$ cat config.mk
export PLATFORM = sky130hd
export DESIGN_NAME = vram_dma_flat
export DESIGN_NICKNAME = d
export VERILOG_FILES = /design/src/rtl/gameconsole_pkg.sv /design/src/rtl/vram_dma_if.sv /design/src/rtl/vram_dma.sv /design/src/flat_wrapper.sv
export SDC_FILE = /design/constraint.sdc
export NUM_CORES = 1
export LEC_CHECK = 0
export ABC_AREA = 1
export CAP_MARGIN = 20
export CORE_UTILIZATION = 56
export DETAILED_ROUTE_END_ITERATION = 8
export PLACE_DENSITY = 0.87
export SLEW_MARGIN = 20
export SYNTH_ARGS = -nofsm -noshare
export SYNTH_HDL_FRONTEND = slang
export SYNTH_SLANG_ARGS = --single-unit
$ cat constraint.sdc
create_clock -name clk -period 8.26 [get_ports clk]
set_input_delay 2.478 -clock clk [delete_from_list [all_inputs] [get_ports clk]]
set_output_delay 2.478 -clock clk [all_outputs]
set_load 0.02 [all_outputs]
$ cat src/rtl/gameconsole_pkg.sv
// Shared constants and types for the VRAM DMA engine: VRAM window, register map, FSM states.
package gameconsole_pkg;

  // VRAM window: 0x0600_0000 .. 0x063F_FFFF, selected by address bits [31:22].
  localparam logic [31:0] VRAM_BASE       = 32'h0600_0000;
  localparam logic [9:0]  VRAM_WINDOW_SEL = 10'h018;

  // Region selects (address bits [31:16]) inside the window.
  localparam logic [15:0] REGION_SPRITE  = 16'h0600;
  localparam logic [15:0] REGION_MAP     = 16'h0610;
  localparam logic [15:0] REGION_TILE    = 16'h0620;
  localparam logic [15:0] REGION_PALETTE = 16'h0630;

  // DMA register offsets.
  localparam logic [1:0] REG_SRC  = 2'd0;
  localparam logic [1:0] REG_DST  = 2'd1;
  localparam logic [1:0] REG_LEN  = 2'd2;
  localparam logic [1:0] REG_CTRL = 2'd3;

  // CTRL write bits.
  localparam int CTRL_START    = 0;
  localparam int CTRL_IRQ_EN   = 1;
  localparam int CTRL_ABORT    = 2;
  localparam int CTRL_CLR_DONE = 9;
  localparam int CTRL_CLR_ERR  = 10;

  // STATUS read bits.
  localparam int STAT_BUSY   = 0;
  localparam int STAT_DONE   = 1;
  localparam int STAT_ERR    = 2;
  localparam int STAT_IRQ_EN = 3;

  typedef enum logic [1:0] {
    ST_IDLE  = 2'd0,
    ST_FETCH = 2'd1,
    ST_WRITE = 2'd2
  } dma_state_t;

  // True when a (possibly overflowed, hence 64-bit) address lies in the VRAM window.
  function automatic logic in_vram_window(input logic [63:0] addr);
    return addr[63:22] == {32'd0, VRAM_WINDOW_SEL};
  endfunction

endpackage

$ cat src/rtl/vram_dma_if.sv
// Source read port and VRAM write port of the DMA engine, bundled as one bus.
interface vram_dma_if;
  logic        src_req;
  logic [31:0] src_addr;
  logic        src_ack;
  logic [31:0] src_rdata;
  logic        mem_en;
  logic        mem_we;
  logic [31:0] mem_addr;
  logic [31:0] mem_din;

  // The DMA engine side.
  modport master (
    output src_req, src_addr, mem_en, mem_we, mem_addr, mem_din,
    input  src_ack, src_rdata
  );

  // The memory side (system memory read port plus VRAM port).
  modport slave (
    input  src_req, src_addr, mem_en, mem_we, mem_addr, mem_din,
    output src_ack, src_rdata
  );
endinterface

$ cat src/rtl/vram_dma.sv
// Word-granular DMA from a system-memory read port into VRAM, sharing the VRAM
// port with the CPU (CPU stalled only in DMA write cycles).
module vram_dma
  import gameconsole_pkg::*;
#(
  parameter int LEN_W     = 16,
  parameter int ADDR_STEP = 4
) (
  input  logic        clk,
  input  logic        rst,
  input  logic        cfg_en,
  input  logic        cfg_we,
  input  logic [1:0]  cfg_addr,
  input  logic [31:0] cfg_din,
  output logic [31:0] cfg_dout,
  vram_dma_if.master  bus,
  input  logic        cpu_mem_en,
  input  logic        cpu_mem_we,
  input  logic [31:0] cpu_mem_addr,
  input  logic [31:0] cpu_mem_din,
  output logic        cpu_stall,
  output logic        irq
);

  dma_state_t state_reg, state_next;

  logic [31:0]      src_reg, dst_reg;
  logic [LEN_W-1:0] len_reg;
  logic             irq_en_reg, done_reg, err_reg, abort_reg;
  logic [31:0]      work_src_reg, work_dst_reg, data_reg;
  logic [LEN_W-1:0] work_cnt_reg;

  logic busy, cfg_wr, ctrl_wr, start_req, abort_req, abort_any;
  logic range_ok;
  logic [63:0] last_addr;

  // FSM strobes toward the datapath.
  logic load, zero_done, range_fail, latch, advance, finish;

  assign busy      = (state_reg != ST_IDLE);
  assign cfg_wr    = cfg_en & cfg_we;
  assign ctrl_wr   = cfg_wr && (cfg_addr == REG_CTRL);
  assign start_req = ctrl_wr & cfg_din[CTRL_START];
  assign abort_req = ctrl_wr & cfg_din[CTRL_ABORT];
  assign abort_any = abort_reg | abort_req;
  assign irq       = done_reg & irq_en_reg;

  // Last destination word computed in 64 bits so a wrap past 2**32 cannot look in-window.
  assign last_addr = {32'd0, dst_reg} + (64'(len_reg) - 64'd1) * 64'(ADDR_STEP);
  assign range_ok  = in_vram_window({32'd0, dst_reg}) && in_vram_window(last_addr);

  // State register.
  always_ff @(posedge clk) begin
    if (rst) state_reg <= ST_IDLE;
    else     state_reg <= state_next;
  end

  // Next state, datapath strobes and port arbitration.
  always_comb begin
    state_next   = state_reg;
    load         = 1'b0;
    zero_done    = 1'b0;
    range_fail   = 1'b0;
    latch        = 1'b0;
    advance      = 1'b0;
    finish       = 1'b0;
    bus.src_req  = 1'b0;
    bus.src_addr = work_src_reg;
    bus.mem_en   = cpu_mem_en;
    bus.mem_we   = cpu_mem_we;
    bus.mem_addr = cpu_mem_addr;
    bus.mem_din  = cpu_mem_din;
    cpu_stall    = 1'b0;
    case (state_reg)
      ST_IDLE: begin
        if (start_req) begin
          load = 1'b1;
          if (len_reg == '0)  zero_done  = 1'b1;
          else if (!range_ok) range_fail = 1'b1;
          else                state_next = ST_FETCH;
        end
      end
      ST_FETCH: begin
        bus.src_req = 1'b1;
        if (bus.src_ack) begin
          if (abort_any) begin
            state_next = ST_IDLE;
          end else begin
            latch      = 1'b1;
            state_next = ST_WRITE;
          end
        end
      end
      ST_WRITE: begin
        bus.mem_en   = 1'b1;
        bus.mem_we   = 1'b1;
        bus.mem_addr = work_dst_reg;
        bus.mem_din  = data_reg;
        cpu_stall    = cpu_mem_en;
        advance      = 1'b1;
        if (abort_any) begin
          state_next = ST_IDLE;
        end else if (work_cnt_reg == LEN_W'(1)) begin
          finish     = 1'b1;
          state_next = ST_IDLE;
        end else begin
          state_next = ST_FETCH;
        end
      end
      default: state_next = ST_IDLE;
    endcase
  end

  // Programming registers, status flags and the working counters.
  always_ff @(posedge clk) begin
    if (rst) begin
      src_reg      <= '0;
      dst_reg      <= '0;
      len_reg      <= '0;
      irq_en_reg   <= 1'b0;
      done_reg     <= 1'b0;
      err_reg      <= 1'b0;
      abort_reg    <= 1'b0;
      work_src_reg <= '0;
      work_dst_reg <= '0;
      work_cnt_reg <= '0;
      data_reg     <= '0;
    end else begin
      if (cfg_wr && cfg_addr == REG_SRC && !busy) src_reg <= cfg_din;
      if (cfg_wr && cfg_addr == REG_DST && !busy) dst_reg <= cfg_din;
      if (cfg_wr && cfg_addr == REG_LEN && !busy) len_reg <= cfg_din[LEN_W-1:0];
      if (ctrl_wr) begin
        irq_en_reg <= cfg_din[CTRL_IRQ_EN];
        if (cfg_din[CTRL_CLR_DONE]) done_reg <= 1'b0;
        if (cfg_din[CTRL_CLR_ERR])  err_reg  <= 1'b0;
      end
      // A start overrides any clear written alongside it.
      if (load) begin
        work_src_reg <= src_reg;
        work_dst_reg <= dst_reg;
        work_cnt_reg <= len_reg;
        done_reg     <= zero_done | range_fail;
        err_reg      <= range_fail;
      end
      if (latch) data_reg <= bus.src_rdata;
      if (advance) begin
        work_cnt_reg <= work_cnt_reg - LEN_W'(1);
        work_src_reg <= work_src_reg + 32'(ADDR_STEP);
        work_dst_reg <= work_dst_reg + 32'(ADDR_STEP);
      end
      if (finish) done_reg <= 1'b1;
      // Abort is remembered until the FSM is back in IDLE.
      if (state_next == ST_IDLE)  abort_reg <= 1'b0;
      else if (abort_req && busy) abort_reg <= 1'b1;
    end
  end

  // Register read mux; reflects pre-edge state.
  always_comb begin
    cfg_dout = '0;
    case (cfg_addr)
      REG_SRC: cfg_dout = src_reg;
      REG_DST: cfg_dout = dst_reg;
      REG_LEN: cfg_dout = 32'(len_reg);
      default: begin
        cfg_dout[STAT_BUSY]   = busy;
        cfg_dout[STAT_DONE]   = done_reg;
        cfg_dout[STAT_ERR]    = err_reg;
        cfg_dout[STAT_IRQ_EN] = irq_en_reg;
      end
    endcase
  end

endmodule

$ cat src/flat_wrapper.sv
// flat-port wrapper written by rule: the top's interface ports become plain ports
module vram_dma_flat import gameconsole_pkg::*;
#(
  parameter int LEN_W     = 16,
  parameter int ADDR_STEP = 4
)
  (clk, rst, cfg_en, cfg_we, cfg_addr, cfg_din, cfg_dout, cpu_mem_en, cpu_mem_we, cpu_mem_addr, cpu_mem_din, cpu_stall, irq, bus_src_req, bus_src_addr, bus_mem_en, bus_mem_we, bus_mem_addr, bus_mem_din, bus_src_ack, bus_src_rdata);
  vram_dma_if bus_i ();
  input  logic clk;
  input  logic rst;
  input  logic cfg_en;
  input  logic cfg_we;
  input  logic [1:0] cfg_addr;
  input  logic [31:0] cfg_din;
  output logic [31:0] cfg_dout;
  input  logic cpu_mem_en;
  input  logic cpu_mem_we;
  input  logic [31:0] cpu_mem_addr;
  input  logic [31:0] cpu_mem_din;
  output logic cpu_stall;
  output logic irq;
  output wire logic [$bits(bus_i.src_req)-1:0] bus_src_req;
  output wire logic [$bits(bus_i.src_addr)-1:0] bus_src_addr;
  output wire logic [$bits(bus_i.mem_en)-1:0] bus_mem_en;
  output wire logic [$bits(bus_i.mem_we)-1:0] bus_mem_we;
  output wire logic [$bits(bus_i.mem_addr)-1:0] bus_mem_addr;
  output wire logic [$bits(bus_i.mem_din)-1:0] bus_mem_din;
  input wire logic [$bits(bus_i.src_ack)-1:0] bus_src_ack;
  input wire logic [$bits(bus_i.src_rdata)-1:0] bus_src_rdata;
  assign bus_src_req = bus_i.src_req;
  assign bus_src_addr = bus_i.src_addr;
  assign bus_mem_en = bus_i.mem_en;
  assign bus_mem_we = bus_i.mem_we;
  assign bus_mem_addr = bus_i.mem_addr;
  assign bus_mem_din = bus_i.mem_din;
  assign bus_i.src_ack = bus_src_ack;
  assign bus_i.src_rdata = bus_src_rdata;
  vram_dma #(.LEN_W(LEN_W), .ADDR_STEP(ADDR_STEP)) u_core (.clk(clk), .rst(rst), .cfg_en(cfg_en), .cfg_we(cfg_we), .cfg_addr(cfg_addr), .cfg_din(cfg_din), .cfg_dout(cfg_dout), .bus(bus_i), .cpu_mem_en(cpu_mem_en), .cpu_mem_we(cpu_mem_we), .cpu_mem_addr(cpu_mem_addr), .cpu_mem_din(cpu_mem_din), .cpu_stall(cpu_stall), .irq(irq));
endmodule
# Word-level counts from Yosys, hierarchy flattened

Index checks and enable logic that the tools add are counted.

Muxes and demuxes: 45
Add/subtract/negate cells: 5
Equal/unequal tests: 8
Reduce and logical (&&, ||, !) cells: 23
Bitwise logic cells: 6

Operators with widths:

| operator                | number |
|---|---|
| $mux W32                | 6 |
| $pmux W28 S3            | 1 |
| $add A32 B3 Y32 const B | 2 |
| $add A32 B64 Y64        | 1 |
| $eq A42 B5 Y1 const B   | 1 |
| $mux W16                | 2 |
| $mux W1                 | 28 |
| $sub A16 B1 Y17 const B | 1 |
| $eq A16 B1 Y1 const B   | 1 |
| $logic_not A16 Y1       | 1 |
| $sub A16 B1 Y16 const B | 1 |
| $mux W2                 | 6 |
| $pmux W4 S3             | 1 |
| $eq A10 B5 Y1 const B   | 1 |
| $logic_and A1 B1 Y1     | 9 |
| $reduce_bool A2 Y1      | 4 |
| $eq A2 B2 Y1 const B    | 3 |
| $logic_not A2 Y1        | 3 |
| $pmux W2 S3             | 1 |
| $reduce_bool A3 Y1      | 2 |
| $and A1 B1 Y1           | 4 |
| $eq A2 B1 Y1 const B    | 2 |
| $reduce_and A2 Y1       | 2 |
| $or A1 B1 Y1            | 2 |
| other kinds (2)         | 2 |

Register bits: 198
Output and inout port bits: 133
Word-level logic and storage cells: 99
Input port bits: 137

# Depth between registers and ports, before layout

Depth after elaboration: 11
Depth in mapped cells: 29
Mapped depth without buffers: 29

# Worst setup path after synthesis

Ideal clock, no wire load.

Kind: input -> output
Start: in cfg_addr[1]
End: out cfg_dout[12]
Path buffers: 2
Arrival: 3563 ps
Stages on the path: 5
Path slack: 2219 ps
Required time: 5782 ps
Path through: nor2_1 > inv_1 > clkbuf_1 > buf_1 > o221ai_1

Longest elaborated chain between the ends: 2
Elaborated cells on any way between the ends: 4
Classes of those cells: eq/ne (2); mux (1); reduce/logical (1)

Ends and longest elaborated chain:

| item                                       | line               | text |
|---|---|---|
| from (decl)                                | flat_wrapper.sv:13 | `input logic [1:0] cfg_addr;` |
| $eq A2 B2 Y1, or another cell as far along | vram_dma.sv:161    | `case (cfg_addr)` |
| $pmux W28 S3 (*)                           | vram_dma.sv:161    |  |
| to (decl)                                  | flat_wrapper.sv:15 | `output logic [31:0] cfg_dout;` |

Every way passes the cells marked *; elsewhere a longest branch is shown, timed or not.

# Final worst setup path

Start: in cfg_addr[0]
End: out cfg_dout[15]

Same word-level chain as after synthesis.

==> flow_metrics.py <==
metrics = {
    "outcome": {
        "status": "finished with violations",
        "failed_checks": "design-rule violations",
    },
    "yosys": {
        "yosysUniqueCellTypes": 51,
        "seq_area_frac_synth_pct": 31.5,
        "synthDominantCellAreaShare_pct": 31.5,
        "synth_edf_count": 0,
        "synth_nets": 2195,
        "postSynthAreaPerCell_um2": 6.22,
        "synth_cells": 2023,
        "yosys_warnings": 0,
        "synthFlopType": "dfxtp_1",
        "synth_top_area_cell": "dfxtp_1",
        "syn-cell-area_um2": 12600,
        "ys_ff_latch": 198,
        "ys_top_cells_by_area": "dfxtp_1 (31%), nand2_1 (15%), inv_1 (9.0%), o21ai_0 (8.7%), a21oi_1 (6.9%)",
        "async_flop_share_pct": 0,
    },
    "sta": {
        "hold_violations": 0,
        "skew_ns": 0.0129,
        "fmax_ghz": 0.138,
        "period_share_pct": 88.0,
        "worst_pin_slew_ns": 1.02,
        "holdWs_ns": 0.452,
        "setup_viol": 0,
        "rsz0062_at_grt": "no",
        "finalMaxSlewViolations": 0,
        "min_period_ns": 7.27,
        "fin_tns_setup_ns": 0,
        "slew_headroom_pct": 32.2,
    },
    "clock_tree": {
        "clock-sinks": 198,
        "cts_buffer_depth": 2,
        "ctsResizeCount": 0,
        "cts_tree": "yes",
        "numCtsBuffers": 17,
        "clk-insertion-delay-late_ns": 0.45,
        "clk_pin_slew_worst_paths_ns": 0.08,
        "cts_root_buf": "clkbuf_16",
        "cts.htree.levels": 4,
        "post_cts.repair.setup_buffers": 0,
        "cts_hold_buf": 0,
    },
    "power": {
        "powerDensity_nw_per_um2": 145,
        "leakage_uw": 0.00658,
        "ir_drop_mv": 0.142,
    },
    "placement": {
        "dp_hpwl_mm": 32.6,
        "place.gp.congestion": 0.981,
        "port_buffers": 269,
    },
    "floorplanning": {
        "initial_core_util_pct": 57.3,
        "die_h_um": 152,
        "coreArea_um2": 22000,
        "die_area_um2": 23100,
        "die_w_um": 152,
        "rows": 54,
        "io_pins": 270,
    },
    "global_route": {
        "grt_use_met2_pct": 59.5,
        "grt_use_total_pct": 37.3,
        "use_met1_pct": 50.3,
        "grt_max_degree": 136,
        "grt_pass1_wl_mm": 68.5,
        "top_usage_layer": "met2",
        "antenna_found_initial": 1,
        "grt-ovfl-total": 0,
        "grtUsageMet3_pct": 5.85,
        "grt_pass1_vias": 13101,
    },
    "hold_path": {
        "min_path_type": "reg2reg",
    },
    "layout": {
        "synthToLayoutAreaGrowth_pct": 26.6,
        "fillCellCount": 1877,
        "drive_above_1_share_pct": 3.43,
        "nets": 2401,
        "antenna_cells": 0,
    },
    "job": {
        "drv_cap": 0,
    },
    "route": {
        "avgRoutedWirePerCell_um": 17.3,
        "dr.pass1.iters": 9,
        "vias_per_cell": 5.70,
        "drc": 8,
        "drt-total-wl_mm": 43.7,
        "drt_first_iter_violations": 1550,
        "ant_nets": 0,
        "num_vias": 14382,
    },
    "critical_path": {
        "crit_fanout": 29,
        "reg2reg_slack_ns": 3.95,
        "r2r-end": "u_core.abort_reg$_SDFFE_PP0P_",
        "start_kind": "input pin",
        "endpoint": "cfg_dout[15]",
        "crit_path_start": "cfg_addr[0]",
        "required_ns": 5.78,
        "cp.arrival_ns": 4.79,
        "worst-setup-path-type": "in2out",
        "rr_worst_depth": 24,
        "regToRegStartpoint": "u_core.len_reg[0]$_SDFFE_PP0P_",
        "cp-end-kind": "output pin",
    },
}
==> layout by cell type (no fill, tap or decap), types with 3 or more instances in the layout <==
cell type	count
a31oi_1	34
nand3_2	4
a41oi_1	8
o21ai_0	220
nor3_1	25
nor2_4	5
a211oi_1	5
o211ai_1	7
nor4_1	7
buf_4	10
xor2_1	30
nand3_4	3
o221ai_1	15
clkbuf_16	17
nand4_1	21
nor2_1	177
clkinv_2	4
clkdlybuf4s50_1	268
inv_1	301
nand3_1	56
inv_6	4
xnor2_1	11
ha_1	35
inv_2	3
nand2_1	517
o21a_1	3
nand2_2	5
a311oi_1	4
a21oi_1	174
o22ai_1	26
nor2_2	5
dfxtp_1	198
nor3_4	3
==> cell families after synthesis <==
kind of cell             share of synthesized area (%)
adder cells (fa/ha/maj)                           3.48
flip-flops                                        31.5
AND/OR/NAND/NOR                                   27.8
XOR/XNOR                                          2.85
AO/OA/AOI/OAI                                     22.4
buffers and inverters                             12.0
==> layout make-up <==
type / instances / area [um^2] / share of cell area [%]
Clock inverter: 12 / 109 / 0.683
Inverter: 307 / 1150 / 7.24
Sequential cell: 198 / 3960 / 24.9
Multi-Input combinational cell: 1425 / 7140 / 44.8
Clock buffer: 20 / 447 / 2.80
Tap cell: 280 / 350 / 2.20
Timing Repair Buffer: 280 / 2770 / 17.4
==> Yosys cell counts, drive strengths merged (15+ instances only) <==
| cell | count |
|---|---|
| nand2 | 523 |
| inv | 306 |
| o21ai | 222 |
| dfxtp | 198 |
| nor2 | 187 |
| a21oi | 174 |
| clkbuf | 76 |
| nand3 | 63 |
| ha | 35 |
| a31oi | 34 |
| nor3 | 30 |
| xor2 | 30 |
| o22ai | 26 |
| nand4 | 21 |
| buf | 17 |
| o221ai | 15 |
==> routing by layer <==
| layer | wire [um] | share of wire [%] |
|---|---|---|
| met3 | 4450 | 10 |
| met4 | 1500 | 3.4 |
| met1 | 18100 | 42 |
| met2 | 19600 | 45 |
| met5 | 13 | 0.030 |
==> where the power goes <==
group / total [uW] / internal [uW] / switching (uW)
Combinational: 504 / 201 / 303
Clock: 818 / 405 / 413
Sequential: 994 / 972 / 22.0
Total: 2320 / 1580 / 738
==> critical path: stages <==
cell and delay [ns]:
clkdlybuf4s50_1 0.47, nor2_1 0.29, inv_1 0.51, o221ai_1 0.35, clkdlybuf4s50_1 0.66
==> through the flow <==
step / util [%] / instance area [um^2] / setup WS [ns] / total power [uW] / instances
global route: 72.6 / 15900 / 0.804 / 2400 / 2522
detailed placement: 70.0 / 15400 / 1.01 / 1510 / 2490
floorplan: - / 12600 / 2.22 / 1300 / 2023
finish: 72.6 / 15900 / 0.989 / 2320 / 2522
global placement: 70.0 / 15400 / 1.12 / 1500 / 2490
CTS: 72.6 / 15900 / 0.994 / 2310 / 2522
==> how the worst min path moves through the flow <==
stage	start	end	slack [ns]	depth (start not counted)
floorplan	u_core.data_reg[0]$_SDFFE_PP0P_	u_core.data_reg[0]$_SDFFE_PP0P_	0.42	2
global placement	u_core.data_reg[12]$_SDFFE_PP0P_	u_core.data_reg[12]$_SDFFE_PP0P_	0.44	2
detailed placement	u_core.data_reg[17]$_SDFFE_PP0P_	u_core.data_reg[17]$_SDFFE_PP0P_	0.44	2
CTS	u_core.data_reg[17]$_SDFFE_PP0P_	u_core.data_reg[17]$_SDFFE_PP0P_	0.45	2
global route	u_core.data_reg[17]$_SDFFE_PP0P_	u_core.data_reg[17]$_SDFFE_PP0P_	0.47	2
finish	u_core.data_reg[3]$_SDFFE_PP0P_	u_core.data_reg[3]$_SDFFE_PP0P_	0.45	2
No activity file was read; power rests on OpenSTA's default activity.
